## src/rtl/instr_feeder_if.sv

```systemverilog
// instr_feeder_if: execution-side handshake bundle between the instruction
// feeder (master) and the core (slave).
//   instr / instr_valid / instr_ready : instruction valid/ready handshake
//   pc                                : store address of the word in instr
//   redirect_valid / redirect_pc      : branch redirect request from the core
//   stop                              : core has executed a stop
//   instr_parity                      : XOR of instr bits, only when
//                                       INSTR_FEEDER_PARITY_EN is defined
interface instr_feeder_if #(
  parameter int unsigned INSTR_W = 16,
  parameter int unsigned ADDR_W  = 6
);
  logic [INSTR_W-1:0] instr;
  logic               instr_valid;
  logic               instr_ready;
  logic [ADDR_W-1:0]  pc;
  logic               redirect_valid;
  logic [ADDR_W-1:0]  redirect_pc;
  logic               stop;
`ifdef INSTR_FEEDER_PARITY_EN
  logic               instr_parity;

  modport master (
    output instr, instr_valid, pc, instr_parity,
    input  instr_ready, redirect_valid, redirect_pc, stop
  );
  modport slave (
    input  instr, instr_valid, pc, instr_parity,
    output instr_ready, redirect_valid, redirect_pc, stop
  );
`else
  modport master (
    output instr, instr_valid, pc,
    input  instr_ready, redirect_valid, redirect_pc, stop
  );
  modport slave (
    input  instr, instr_valid, pc,
    output instr_ready, redirect_valid, redirect_pc, stop
  );
`endif
endinterface

```

## src/rtl/instr_feeder.sv

```systemverilog
// instr_feeder: drives the core's instruction input from a loadable on-block
// instruction store. Presents one instruction per cycle over valid/ready,
// follows branch redirects and drains for STOP_DRAIN cycles after stop.
//
// Ports:
//   clk, n_reset (synchronous, active-low)
//   load_en_i/load_addr_i/load_data_i : store write port (IDLE/DONE only)
//   start_i                            : begin issuing from PC 0 (IDLE/DONE)
//   bus (instr_feeder_if.master)       : instr/valid/ready/pc, redirect, stop
//   busy_o                             : state is RUN or DRAIN
//   done_o                             : state is DONE
//   issued_count_o                     : accepted handshakes since start, saturating
//
// Optional: define INSTR_FEEDER_PARITY_EN to add bus.instr_parity, the even
// parity of instr registered alongside it.
module instr_feeder #(
  parameter int unsigned INSTR_W    = 16,
  parameter int unsigned ADDR_W     = 6,
  parameter int unsigned DEPTH      = 64,
  parameter int unsigned STOP_DRAIN = 3
) (
  input  logic               clk,
  input  logic               n_reset,
  input  logic               load_en_i,
  input  logic [ADDR_W-1:0]  load_addr_i,
  input  logic [INSTR_W-1:0] load_data_i,
  input  logic               start_i,
  instr_feeder_if.master     bus,
  output logic               busy_o,
  output logic               done_o,
  output logic [15:0]        issued_count_o
);

  if (DEPTH != (1 << ADDR_W)) begin : g_bad_depth
    $error("instr_feeder: DEPTH must equal 2**ADDR_W");
  end
  if (STOP_DRAIN < 1 || STOP_DRAIN > 15) begin : g_bad_drain
    $error("instr_feeder: STOP_DRAIN must be 1..15");
  end

  localparam logic [3:0] DRAIN_LAST = 4'(STOP_DRAIN - 1);

  typedef enum logic [1:0] {
    S_IDLE,
    S_RUN,
    S_DRAIN,
    S_DONE
  } state_t;

  state_t             state_q, state_d;
  logic [ADDR_W-1:0]  fptr_q, fptr_d;
  logic [3:0]         drain_q, drain_d;
  logic [INSTR_W-1:0] instr_q, instr_d;
  logic [ADDR_W-1:0]  pc_q, pc_d;
  logic               valid_q, valid_d;
  logic [15:0]        count_q, count_d;
`ifdef INSTR_FEEDER_PARITY_EN
  logic               parity_q, parity_d;
`endif

  logic [INSTR_W-1:0] store_q [DEPTH];
  logic               store_we;
  logic               handshake;

  // Store is writable only while not issuing, so a running program never
  // observes a partially updated image.
  assign store_we  = n_reset && load_en_i && (state_q == S_IDLE || state_q == S_DONE);
  assign handshake = valid_q && bus.instr_ready;

  always_ff @(posedge clk) begin
    if (store_we) begin
      store_q[load_addr_i] <= load_data_i;
    end
  end

  always_comb begin
    state_d = state_q;
    fptr_d  = fptr_q;
    drain_d = drain_q;
    instr_d = instr_q;
    pc_d    = pc_q;
    valid_d = valid_q;
    count_d = count_q;
`ifdef INSTR_FEEDER_PARITY_EN
    parity_d = parity_q;
`endif
    unique case (state_q)
      S_IDLE, S_DONE: begin
        // The store write above lands on this same edge, and the first fetch
        // happens one cycle later in RUN, so a load with start is visible.
        if (start_i) begin
          state_d = S_RUN;
          fptr_d  = '0;
          count_d = '0;
        end
      end
      S_RUN: begin
        // A handshake coinciding with stop or redirect still counts.
        if (handshake && count_q != '1) begin
          count_d = count_q + 16'd1;
        end
        if (bus.stop) begin
          state_d = S_DRAIN;
          valid_d = 1'b0;
          drain_d = '0;
        end else if (bus.redirect_valid) begin
          valid_d = 1'b0;
          fptr_d  = bus.redirect_pc;
        end else if (!valid_q || bus.instr_ready) begin
          instr_d = store_q[fptr_q];
          pc_d    = fptr_q;
          valid_d = 1'b1;
          fptr_d  = fptr_q + 1'b1;  // DEPTH is a power of two: natural wrap
`ifdef INSTR_FEEDER_PARITY_EN
          parity_d = ^store_q[fptr_q];
`endif
        end
      end
      S_DRAIN: begin
        if (drain_q == DRAIN_LAST) begin
          state_d = S_DONE;
        end else begin
          drain_d = drain_q + 4'd1;
        end
      end
      default: state_d = S_IDLE;
    endcase
  end

  always_ff @(posedge clk) begin
    if (!n_reset) begin
      state_q <= S_IDLE;
      fptr_q  <= '0;
      drain_q <= '0;
      instr_q <= '0;
      pc_q    <= '0;
      valid_q <= 1'b0;
      count_q <= '0;
`ifdef INSTR_FEEDER_PARITY_EN
      parity_q <= 1'b0;
`endif
    end else begin
      state_q <= state_d;
      fptr_q  <= fptr_d;
      drain_q <= drain_d;
      instr_q <= instr_d;
      pc_q    <= pc_d;
      valid_q <= valid_d;
      count_q <= count_d;
`ifdef INSTR_FEEDER_PARITY_EN
      parity_q <= parity_d;
`endif
    end
  end

  assign bus.instr       = instr_q;
  assign bus.instr_valid = valid_q;
  assign bus.pc          = pc_q;
`ifdef INSTR_FEEDER_PARITY_EN
  assign bus.instr_parity = parity_q;
`endif
  assign busy_o         = (state_q == S_RUN) || (state_q == S_DRAIN);
  assign done_o         = (state_q == S_DONE);
  assign issued_count_o = count_q;

endmodule
```

## src/flat_wrapper.sv

```systemverilog
// flat-port wrapper written by rule: the top's interface ports become plain ports
module instr_feeder_flat 
#(
  parameter int unsigned INSTR_W    = 16,
  parameter int unsigned ADDR_W     = 6,
  parameter int unsigned DEPTH      = 64,
  parameter int unsigned STOP_DRAIN = 3
)
  (clk, n_reset, load_en_i, load_addr_i, load_data_i, start_i, busy_o, done_o, issued_count_o, bus_instr, bus_instr_valid, bus_pc, bus_instr_ready, bus_redirect_valid, bus_redirect_pc, bus_stop);
  instr_feeder_if #(.INSTR_W(INSTR_W), .ADDR_W(ADDR_W)) bus_i ();
  input  logic clk;
  input  logic n_reset;
  input  logic load_en_i;
  input  logic [ADDR_W-1:0] load_addr_i;
  input  logic [INSTR_W-1:0] load_data_i;
  input  logic start_i;
  output logic busy_o;
  output logic done_o;
  output logic [15:0] issued_count_o;
  output wire logic [$bits(bus_i.instr)-1:0] bus_instr;
  output wire logic [$bits(bus_i.instr_valid)-1:0] bus_instr_valid;
  output wire logic [$bits(bus_i.pc)-1:0] bus_pc;
  input wire logic [$bits(bus_i.instr_ready)-1:0] bus_instr_ready;
  input wire logic [$bits(bus_i.redirect_valid)-1:0] bus_redirect_valid;
  input wire logic [$bits(bus_i.redirect_pc)-1:0] bus_redirect_pc;
  input wire logic [$bits(bus_i.stop)-1:0] bus_stop;
  assign bus_instr = bus_i.instr;
  assign bus_instr_valid = bus_i.instr_valid;
  assign bus_pc = bus_i.pc;
  assign bus_i.instr_ready = bus_instr_ready;
  assign bus_i.redirect_valid = bus_redirect_valid;
  assign bus_i.redirect_pc = bus_redirect_pc;
  assign bus_i.stop = bus_stop;
  instr_feeder #(.INSTR_W(INSTR_W), .ADDR_W(ADDR_W), .DEPTH(DEPTH), .STOP_DRAIN(STOP_DRAIN)) u_core (.clk(clk), .n_reset(n_reset), .load_en_i(load_en_i), .load_addr_i(load_addr_i), .load_data_i(load_data_i), .start_i(start_i), .bus(bus_i), .busy_o(busy_o), .done_o(done_o), .issued_count_o(issued_count_o));
endmodule
```

## config.mk

```make
export PLATFORM = sky130hd
export DESIGN_NAME = instr_feeder_flat
export DESIGN_NICKNAME = d
export VERILOG_FILES = /design/src/rtl/instr_feeder_if.sv /design/src/rtl/instr_feeder.sv /design/src/flat_wrapper.sv
export SDC_FILE = /design/constraint.sdc
export NUM_CORES = 1
export LEC_CHECK = 0
export ABC_CLOCK_PERIOD_IN_PS = 5400
export CAP_MARGIN = 10
export CORE_ASPECT_RATIO = 0.8
export CORE_MARGIN = 10
export CORE_UTILIZATION = 43
export CTS_BUF_LIST = sky130_fd_sc_hd__clkbuf_8
export CTS_CLUSTER_SIZE = 24
export DETAILED_ROUTE_END_ITERATION = 12
export HOLD_SLACK_MARGIN = 0.06
export PLACE_DENSITY_LB_ADDON = 0.12
export SLEW_MARGIN = 20
export SYNTH_ARGS = -nofsm -noshare
export SYNTH_HDL_FRONTEND = slang
export SYNTH_SLANG_ARGS = --single-unit
```

## constraint.sdc

```tcl
create_clock -name clk -period 5.4 [get_ports clk]
set_input_delay 0.81 -clock clk [delete_from_list [all_inputs] [get_ports clk]]
set_output_delay 0.81 -clock clk [all_outputs]
set_load 0.1 [all_outputs]
```

==> flow_summary.toml <==
[route]
vias_per_cell = 5.75
wl_um = 111000
num_vias = 21200
antenna_left = 0
wire_per_inst_um = 30.2
drt-initial-drc-count = 2632
first_pass_iters = 6
drcViolationCount = 0

[die]
die_y_um = 299
rows = 102
core_um2 = 96500
start_util_pct = 43.2
die_x_um = 368
io_pins = 76
die_area_um2 = 110000

[critical_path]
start_kind = "flop"
crit_arrival_ps = 3100
critPathMaxFanout = 7
cp-end-kind = "output port"
critical_path_class = "reg2out"
required_ps = 4590

[synthesis]
synth_top_family_by_area = "multiplexers"
synth.area.mux_share_pct = 16.1
synthDistinctLibCells = 54
synth_largest_area_cell = "edfxtp_1"
synthSimpleGateAreaFrac_pct = 3.31
syn_area_per_cell_um2 = 20.8
syn_inst = 2004
synthArstFlopShare_pct = 0
synth_compound_area_share_pct = 2.42
synth_seq_area_share_pct = 76.2
synth_flop_cell = "edfxtp_1"
synthAdderAreaFrac_pct = 0.240
syn_area_um2 = 41700
synth_top_area_share_pct = 73.7
syn_nets = 2047
synth_edf_count = 1024
synth.area.top_cells = "edfxtp_1 (74%), mux4_2 (15%), dfxtp_1 (2.4%)"
synthXorXnorAreaFrac_pct = 0.252
ys_ff_latch = 1075
yosysWarnings = 0

[cts]
insertion_delay_ps = 800
cts_buffer_depth = 3
cts.sinks = 1075
cts-hold-fix-buffers = 0
cts_tree = "done"
ctsHtreeMaxLevel = 4
path_clk_slew_ps = 60
ctsResizeCount = 0
cts_buffers = 169
cts_setup_buffers = 0
cts-root-buf = "clkbuf_8"

[sta]
tightest_slew_ps = 1210
maxClockFrequency_mhz = 256
hold-worst-slack_ps = 467
period_needed_ps = 3910
post-route-period-util_pct = 72.4
setup_viol = 0
hold_violations = 0
fin_skew_ps = 32.7
drv_slew = 0
rsz0062_at_grt = "false"
slew_headroom_pct = 19.3
finalSetupTns_ps = 0

[layout]
area_delta_synth_final_pct = 13.5
layout-drive-gt1-share_pct = 25.9
multiInputGateArea_um2 = 9320
post-route-util_pct = 49.1
fillers = 7970
register_area_um2 = 31800
nets = 2296

[power_and_ir_drop]
ir_drop_mv = 0.276
p_leak_nw = 14.9
p_per_area_nw_per_um2 = 374

[grt]
grt_pass1_vias = 21500
grt_use_total_pct = 20.1
overflow = 0
grt_max_degree = 65
grt_pass1_wl_um = 159000
antenna_found_initial = 7

[place]
numPortBuffers = 75
gp_congestion = 0.833
dp_hpwl_um = 67200

[hold_path]
hold_class = "reg2reg"

[flow_run]
drv_cap = 0

[outcome]
status = "completed"
[per-layer routing]
| layer | vias to the layer above | global-route usage [%] | part of all wire (%) |
|---|---|---|---|
| met4 | 10 | 4.79 | 1.6 |
| met1 | 11400 | 28.8 | 44 |
| li1 | 8826 | - | - |
| met3 | 130 | 5.95 | 8.6 |
| met2 | 869 | 30.1 | 46 |
| met5 | - | 0 | 0.062 |
[layout by cell type, fill, tap and decap left out, drive strengths merged, types with 8 or more instances in the layout]
master         instances
inv                   81
nor2                 121
clkdlybuf4s50         59
and3                  14
nand3                 29
xor2                  10
buf                  123
o22ai                  9
ha                     8
o221ai                10
mux2i                 39
nor3                  10
o21ai                 32
clkinv                58
mux4                 280
a21oi                 39
edfxtp              1024
o2111ai                8
clkbuf               175
nand2                108
dfxtp                 51
[worst paths after layout]
kind                startpoint                    end  slack, ps  depth (start not counted)
max          u_core.state_q[0]                 busy_o       1490                          4
min           u_core.bus.pc[4]       u_core.bus.pc[4]        470                          2
max reg2reg  u_core.state_q[0]  u_core.store_q[14][0]       2030                          7
min reg2reg   u_core.bus.pc[4]       u_core.bus.pc[4]        470                          2
[final cells by class]
type	count	area share, %
multi-input cells	807	19.7
well taps	1300	3.43
inverters	18	0.145
diodes	3	0.0158
clock buffers	175	5.09
repair buffers	182	3.25
flip-flops and latches	1075	67.1
clock inverters	127	1.28
[sequential cells by signal (all words and copies together) (netlist names)]
signal and count:
u_core.fptr_q 6, u_core.drain_q 4, u_core.state_q 2, u_core.bus.instr 16, u_core.issued_count_o 16, u_core.bus.pc 6
u_core.store_q 1024, u_core.bus.instr_valid 1
[stage by stage]
stage                     setup WS (ps)  total power [W]  instance area (um^2)  instances
after floorplan                    2680           0.0107                 41700       2004
after global placement             1490           0.0116                 44300       3382
after detailed placement           1580           0.0117                 44300       3382
after CTS                          1420           0.0179                 47300       3684
after global routing               1370           0.0184                 47400       3686
final                              1490           0.0177                 47400       3687
[critical path, cell delays in order, from the launching register on]
cell and delay [ps]:
dfxtp_1 420, inv_1 70, ha_1 460, inv_1 180
clkdlybuf4s50_1 1170
[power breakdown]
| part | leakage (nW) | internal [W] | switching [W] |
|---|---|---|---|
| Sequential | 9.62 | 0.00919 | 0.000127 |
| Combinational | 3.52 | 0.000740 | 0.00141 |
| Clock | 1.76 | 0.00314 | 0.00312 |
[synth_stat cells, types with 5 or more instances]
| master | n |
|---|---|
| edfxtp_1 | 1024 |
| o211ai_1 | 7 |
| clkbuf_1 | 32 |
| nand3_1 | 29 |
| o221ai_1 | 10 |
| mux4_2 | 280 |
| and3_1 | 14 |
| buf_2 | 34 |
| o21ai_0 | 24 |
| nand2_1 | 108 |
| nor2_1 | 121 |
| a21oi_1 | 39 |
| nor3_1 | 9 |
| nor2b_1 | 5 |
| nand2b_1 | 5 |
| a221oi_1 | 7 |
| inv_1 | 16 |
| dfxtp_1 | 51 |
| mux2i_1 | 39 |
| o21ai_1 | 8 |
| o22ai_1 | 9 |
| buf_4 | 27 |
| nand3b_1 | 5 |
| buf_6 | 7 |
| ha_1 | 8 |
| xor2_1 | 10 |
| a22o_1 | 6 |
| or3_1 | 6 |
| a31oi_1 | 5 |
| o2111ai_1 | 8 |
[kinds of logic after synthesis]
family                   count (synthesis)
AO/OA/AOI/OAI                          151
adder cells (fa/ha/maj)                  8
XOR/XNOR                                12
flip-flops                            1075
multiplexers                           319
AND/OR/NAND/NOR                        317
buffers and inverters                  122
No activity file was read; power rests on OpenSTA's default activity.
==> patch 1, RTL diff (same flow settings) <==
Take the reset off `instr_q` and `pc_q` and load them in a clocked block of their own.
--- a/src/rtl/instr_feeder.sv
+++ b/src/rtl/instr_feeder.sv
@@ -132,8 +132,6 @@
       state_q <= S_IDLE;
       fptr_q  <= '0;
       drain_q <= '0;
-      instr_q <= '0;
-      pc_q    <= '0;
       valid_q <= 1'b0;
       count_q <= '0;
 `ifdef INSTR_FEEDER_PARITY_EN
@@ -143,14 +141,17 @@
       state_q <= state_d;
       fptr_q  <= fptr_d;
       drain_q <= drain_d;
-      instr_q <= instr_d;
-      pc_q    <= pc_d;
       valid_q <= valid_d;
       count_q <= count_d;
 `ifdef INSTR_FEEDER_PARITY_EN
       parity_q <= parity_d;
 `endif
     end
+  end
+
+  always_ff @(posedge clk) begin
+    instr_q <= instr_d;
+    pc_q    <= pc_d;
   end
 
   assign bus.instr       = instr_q;
Formal check against the unedited RTL: not equivalent (Yosys sat finds a counterexample within 4 cycles, from zero or initial values and one cycle with n_reset low; the reset may be asserted at any time).
==> patch 1 against the original RTL <==
Wire length about the same; highest routed layer unchanged; largest power group unchanged; total power rose by 0.25%; worst setup slack improved by 0.047 ns; synthesized cell count grew 5.4%; synthesized area rose by 0.69%; critical path depth grew 2; sequential cell count unchanged; final area barely moved.
==> patch 1: results (changes against the original RTL) <==
* Synthesized net count at 2155 (was 2047)
* Launch instance of the worst min-delay path: load_data_i[8] (was u_core.bus.pc[4]$_SDFFE_PN0P_)
* Most numerous cell types in the synthesized netlist: sky130_fd_sc_hd__edfxtp_1 (1046), sky130_fd_sc_hd__mux2i_1 (182), sky130_fd_sc_hd__mux4_2 (169) (was sky130_fd_sc_hd__edfxtp_1 (1024), sky130_fd_sc_hd__mux4_2 (280), sky130_fd_sc_hd__nor2_1 (121))
* Result of the run: completed (unchanged)
* Leakage component of the power at 14.4 nW (was 14.9 nW)
* Antenna violations before repair at 13 (was 7)
* Mean number of vias per cell at 5.81 (was 5.75)
* Clock latency on the worst-skew pair at 0.83 ns (was 0.80 ns)
* Post-synthesis sequential area ratio at 0.762 (about the same)
* Adder-cell area share of the yosys netlist at 0.00238 (was 0.00240)
* Slowest cell delay on critical path at 0.98 ns (was 1.17 ns)
* Number of cells on the worst reg-to-reg path at 6 (was 7)
* Post-synthesis share of cell area spent on xor and xnor gates at 0.000834 (was 0.00252)
* Wire length of the first global-routing pass at 159000 um (about the same)
* Fraction of layout cells with a size suffix above 1 at 0.215 (was 0.259)
* Final HPWL DP at 65900 um (was 67200 um)
* Worst Hold Path Cells at 1 (was 2)
* Largest driver fanout on the critical path at 64 (was 7)
* Top area cells in the synthesized netlist: sky130_fd_sc_hd__edfxtp_1 (75%), sky130_fd_sc_hd__mux4_2 (9.1%), sky130_fd_sc_hd__mux2i_1 (4.3%) (was sky130_fd_sc_hd__edfxtp_1 (74%), sky130_fd_sc_hd__mux4_2 (15%), sky130_fd_sc_hd__dfxtp_1 (2.4%))
* Total Nets Final at 2363 (was 2296)
* Starting DRT DRC Count at 2329 (was 2632)
* Maximum number of pins on one net before global-route repair at 91 (was 65)
* Startpoint-to-endpoint class of the critical path: flop to flop (was flop to output pin)
* Hold Crit Endpoint: u_core.store_q[8][8]$_DFFE_PP_ (was u_core.bus.pc[4]$_SDFFE_PN0P_)
* Final RePlAce weighted congestion at 0.833 (about the same)
* Maximum vdd drop at 0.221 mV (was 0.276 mV)
* Worst clock skew at 0.0342 ns (was 0.0327 ns)
* Actual slew at the worst max-slew pin at 1.12 ns (was 1.21 ns)
* Portion of netlist area occupied by mux cells at 0.141 (was 0.161)
## patch 1: changes by cell type in the layout (fill, tap and decap cells not counted), moves of 25 or more
cell,change
sky130_fd_sc_hd__nor2_1,-56
sky130_fd_sc_hd__mux2i_1,+143
sky130_fd_sc_hd__mux2_2,+25
sky130_fd_sc_hd__mux4_2,-111
sky130_fd_sc_hd__nand2_1,-58
sky130_fd_sc_hd__o22ai_1,+43
## patch 1: worst max-delay path by stage
| stage | start | endpoint | slack (ns) | cells past startpoint |
|---|---|---|---|---|
| 2_1_floorplan | bus_redirect_valid | u_core.bus.instr[0]$_DFFE_PP_ | 2.44 | 2 |
| 3_3_place_gp | n_reset | u_core.store_q[35][11]$_DFFE_PP_ | 1.27 | 5 |
| 3_5_place_dp | n_reset | u_core.store_q[35][11]$_DFFE_PP_ | 1.21 | 5 |
| 4_1_cts | u_core.fptr_q[2]$_SDFFE_PN0P_ | u_core.bus.instr[9]$_DFFE_PP_ | 1.53 | 7 |
| 5_1_grt | u_core.fptr_q[2]$_SDFFE_PN0P_ | u_core.bus.instr[9]$_DFFE_PP_ | 1.44 | 7 |
| 6_report | u_core.fptr_q[2]$_SDFFE_PN0P_ | u_core.bus.instr[12]$_DFFE_PP_ | 1.54 | 6 |
## patch 1: area by class of cell
type / instances / area (sq um)
Timing Repair Buffer: 158 / 1330
Antenna cell: 2 / 5.00
Sequential cell: 1075 / 32000
Fill cell: 7980 / 49500
Tap cell: 1300 / 1630
Clock buffer: 176 / 2420
Clock inverter: 136 / 634
Inverter: 10 / 37.5
Multi-Input combinational cell: 905 / 9270
## patch 1: where the power goes
group / switching, mW / total, mW / internal (mW)
logic: 1.37 / 2.13 / 0.763
registers: 0.0878 / 9.32 / 9.23
clock network: 3.16 / 6.31 / 3.16
## patch 1: per-layer routing
layer  track usage  vias to the layer above  wire length [um]
li1              -                     9233                 -
met1         0.307                    11600             52400
met2         0.279                      914             48000
met3        0.0439                      134              8740
met4        0.0548                        4              2090
met5             0                        -                23
## patch 1: stage by stage
step / cells / setup slack [ns] / hold WS, ns
after floorplan: 2112 / 2.44 / 0.406
after global placement: 3448 / 1.27 / 0.496
after detailed placement: 3448 / 1.21 / 0.504
after CTS: 3760 / 1.53 / 0.376
after global routing: 3761 / 1.44 / 0.407
final: 3762 / 1.54 / 0.426
## patch 1: kinds of logic (layout without fill, tap and decap cells)
| group | after synthesis | in the layout |
|---|---|---|
| compound gates | 293 | 293 |
| xor+xnor | 4 | 4 |
| fa+ha+maj | 8 | 8 |
| buf+inv | 132 | 480 |
| flops | 1075 | 1075 |
| mux | 376 | 376 |
| other cells | 0 | 2 |
| simple gates | 224 | 224 |
==> patch 2, RTL diff (config.mk and constraints unchanged) <==
Made on the original files. `INSTR_W` is set to 16 in 3 places; all go to 14.
--- a/src/rtl/instr_feeder_if.sv
+++ b/src/rtl/instr_feeder_if.sv
@@ -7,7 +7,7 @@
 //   instr_parity                      : XOR of instr bits, only when
 //                                       INSTR_FEEDER_PARITY_EN is defined
 interface instr_feeder_if #(
-  parameter int unsigned INSTR_W = 16,
+  parameter int unsigned INSTR_W = 14,
   parameter int unsigned ADDR_W  = 6
 );
   logic [INSTR_W-1:0] instr;
--- a/src/rtl/instr_feeder.sv
+++ b/src/rtl/instr_feeder.sv
@@ -14,7 +14,7 @@
 // Optional: define INSTR_FEEDER_PARITY_EN to add bus.instr_parity, the even
 // parity of instr registered alongside it.
 module instr_feeder #(
-  parameter int unsigned INSTR_W    = 16,
+  parameter int unsigned INSTR_W    = 14,
   parameter int unsigned ADDR_W     = 6,
   parameter int unsigned DEPTH      = 64,
   parameter int unsigned STOP_DRAIN = 3
--- a/src/flat_wrapper.sv
+++ b/src/flat_wrapper.sv
@@ -1,7 +1,7 @@
 // flat-port wrapper written by rule: the top's interface ports become plain ports
 module instr_feeder_flat 
 #(
-  parameter int unsigned INSTR_W    = 16,
+  parameter int unsigned INSTR_W    = 14,
   parameter int unsigned ADDR_W     = 6,
   parameter int unsigned DEPTH      = 64,
   parameter int unsigned STOP_DRAIN = 3
Ports: changed (resized bus_instr and load_data_i); port bits go from 76 to 72. No check against the original RTL was run, so the function may have changed too.
==> patch 2 against the original RTL <==
Count of clock-buffer cells in the layout shrank 13; sequential power down 12%; combinational power fell by 20%; synthesized cell count down 6.6%; final area shrank 11%; total power decreased by 12%; clock skew is 0.0083 ns higher; sequential cell count fell by 130; global-route usage grew 0.83 points; fmax grew 6.0%; worst setup slack improved by 0.22 ns; wire length shrank 7.5%; synthesized area is 11% lower; largest cell class unchanged; largest power group unchanged.
==> patch 2: results (changes against the original RTL) <==
* Worst clock skew at 0.0410 ns (was 0.0327 ns)
* Number of enable-type register cells in the synthesized netlist at 896 (was 1024)
* Routed vias at 19.7k (was 21.2k)
* Total Nets Final at 2140 (was 2296)
* Number of search-and-repair iterations in the first detailed-routing pass at 7 (was 6)
* Cells after DPL at 3074 (was 3382)
* # fillers at 7071 (was 7970)
* Post-synthesis share of cell area spent on xor and xnor gates at 0.00285 (was 0.00252)
* Max-slew headroom at 0.332 (was 0.193)
* Maximum vdd drop at 0.192 mV (was 0.276 mV)
* Antenna diode count at 2 (was 3)
* Total number of multi-input combinational cells at 815 (was 807)
* Leakage component of the power at 12.9 nW (was 14.9 nW)
* Top area cells in the synthesized netlist: sky130_fd_sc_hd__edfxtp_1 (73%), sky130_fd_sc_hd__mux4_2 (13%), sky130_fd_sc_hd__dfxtp_1 (2.7%) (was sky130_fd_sc_hd__edfxtp_1 (74%), sky130_fd_sc_hd__mux4_2 (15%), sky130_fd_sc_hd__dfxtp_1 (2.4%))
* Distinct cell type count of the synthesized netlist at 61 (was 54)
* Antenna violations before repair at 5 (was 7)
* Portion of netlist area occupied by mux cells at 0.145 (was 0.161)
* Total clock buffers created by CTS at 150 (was 169)
* Result of the run: completed (unchanged)
* Clock buf count at 162 (was 175)
* Worst slack at placement at 1.71 ns (was 1.58 ns)
* Multi-input gate area in the final layout at 0.00850 sq mm (was 0.00932 sq mm)
* Final HPWL DP at 64000 um (was 67200 um)
* Post-route insts no fill at 3339 (was 3687)
* Count of inverters not on the clock network in the layout at 10 (was 18)
* Detailed route wirelength on metal2 at 45300 um (was 50800 um)
* Buffers excl. clock at 177 (was 182)
* Most numerous cell types in the synthesized netlist: sky130_fd_sc_hd__edfxtp_1 (896), sky130_fd_sc_hd__mux4_2 (208), sky130_fd_sc_hd__nor2_1 (109) (was sky130_fd_sc_hd__edfxtp_1 (1024), sky130_fd_sc_hd__mux4_2 (280), sky130_fd_sc_hd__nor2_1 (121))
-- patch 2: cell count changes in the layout (fill, tap and decap cells not counted), moves of 17 or more --
cell | unedited run | this run
sky130_fd_sc_hd__inv_1 | 76 | 59
sky130_fd_sc_hd__a22oi_1 | 1 | 36
sky130_fd_sc_hd__nand2_1 | 108 | 67
sky130_fd_sc_hd__a211oi_1 | 1 | 19
sky130_fd_sc_hd__mux2i_1 | 39 | 63
sky130_fd_sc_hd__mux4_2 | 280 | 208
sky130_fd_sc_hd__edfxtp_1 | 1024 | 896
-- patch 2: per-stage QoR --
step / utilization / area [sq um] / power (mW)
after global placement: 0.460 / 39300 / 10.1
after floorplan: - / 36900 / 9.38
final: 0.492 / 42100 / 15.6
after detailed placement: 0.460 / 39300 / 10.1
after global routing: 0.492 / 42100 / 16.2
after CTS: 0.492 / 42100 / 15.8
-- patch 2: worst paths after layout --
check | slack, ns | from | cells past startpoint | endpoint
max | 1.71 | u_core.state_q[0]$_SDFFE_PN0P_ | 4 | busy_o
min | 0.50 | u_core.bus.pc[0]$_SDFFE_PN0P_ | 2 | u_core.bus.pc[0]$_SDFFE_PN0P_
max reg2reg | 1.95 | u_core.fptr_q[3]$_SDFFE_PN0P_ | 6 | u_core.bus.instr[1]$_SDFFE_PN0P_
min reg2reg | 0.50 | u_core.bus.pc[0]$_SDFFE_PN0P_ | 2 | u_core.bus.pc[0]$_SDFFE_PN0P_
-- patch 2: power by group --
part	leakage, nW	switching [mW]	internal [mW]	total (mW)
clock	1.58	2.76	2.94	5.70
combinational	2.90	1.13	0.596	1.73
sequential	8.45	0.141	8.08	8.22
total	12.9	4.03	11.6	15.6
-- patch 2: layer usage --
metal	GRT usage	up-vias
li1	-	8225
met1	0.309	10500
met2	0.304	914
met3	0.0515	143
met4	0.0631	2
met5	0	-
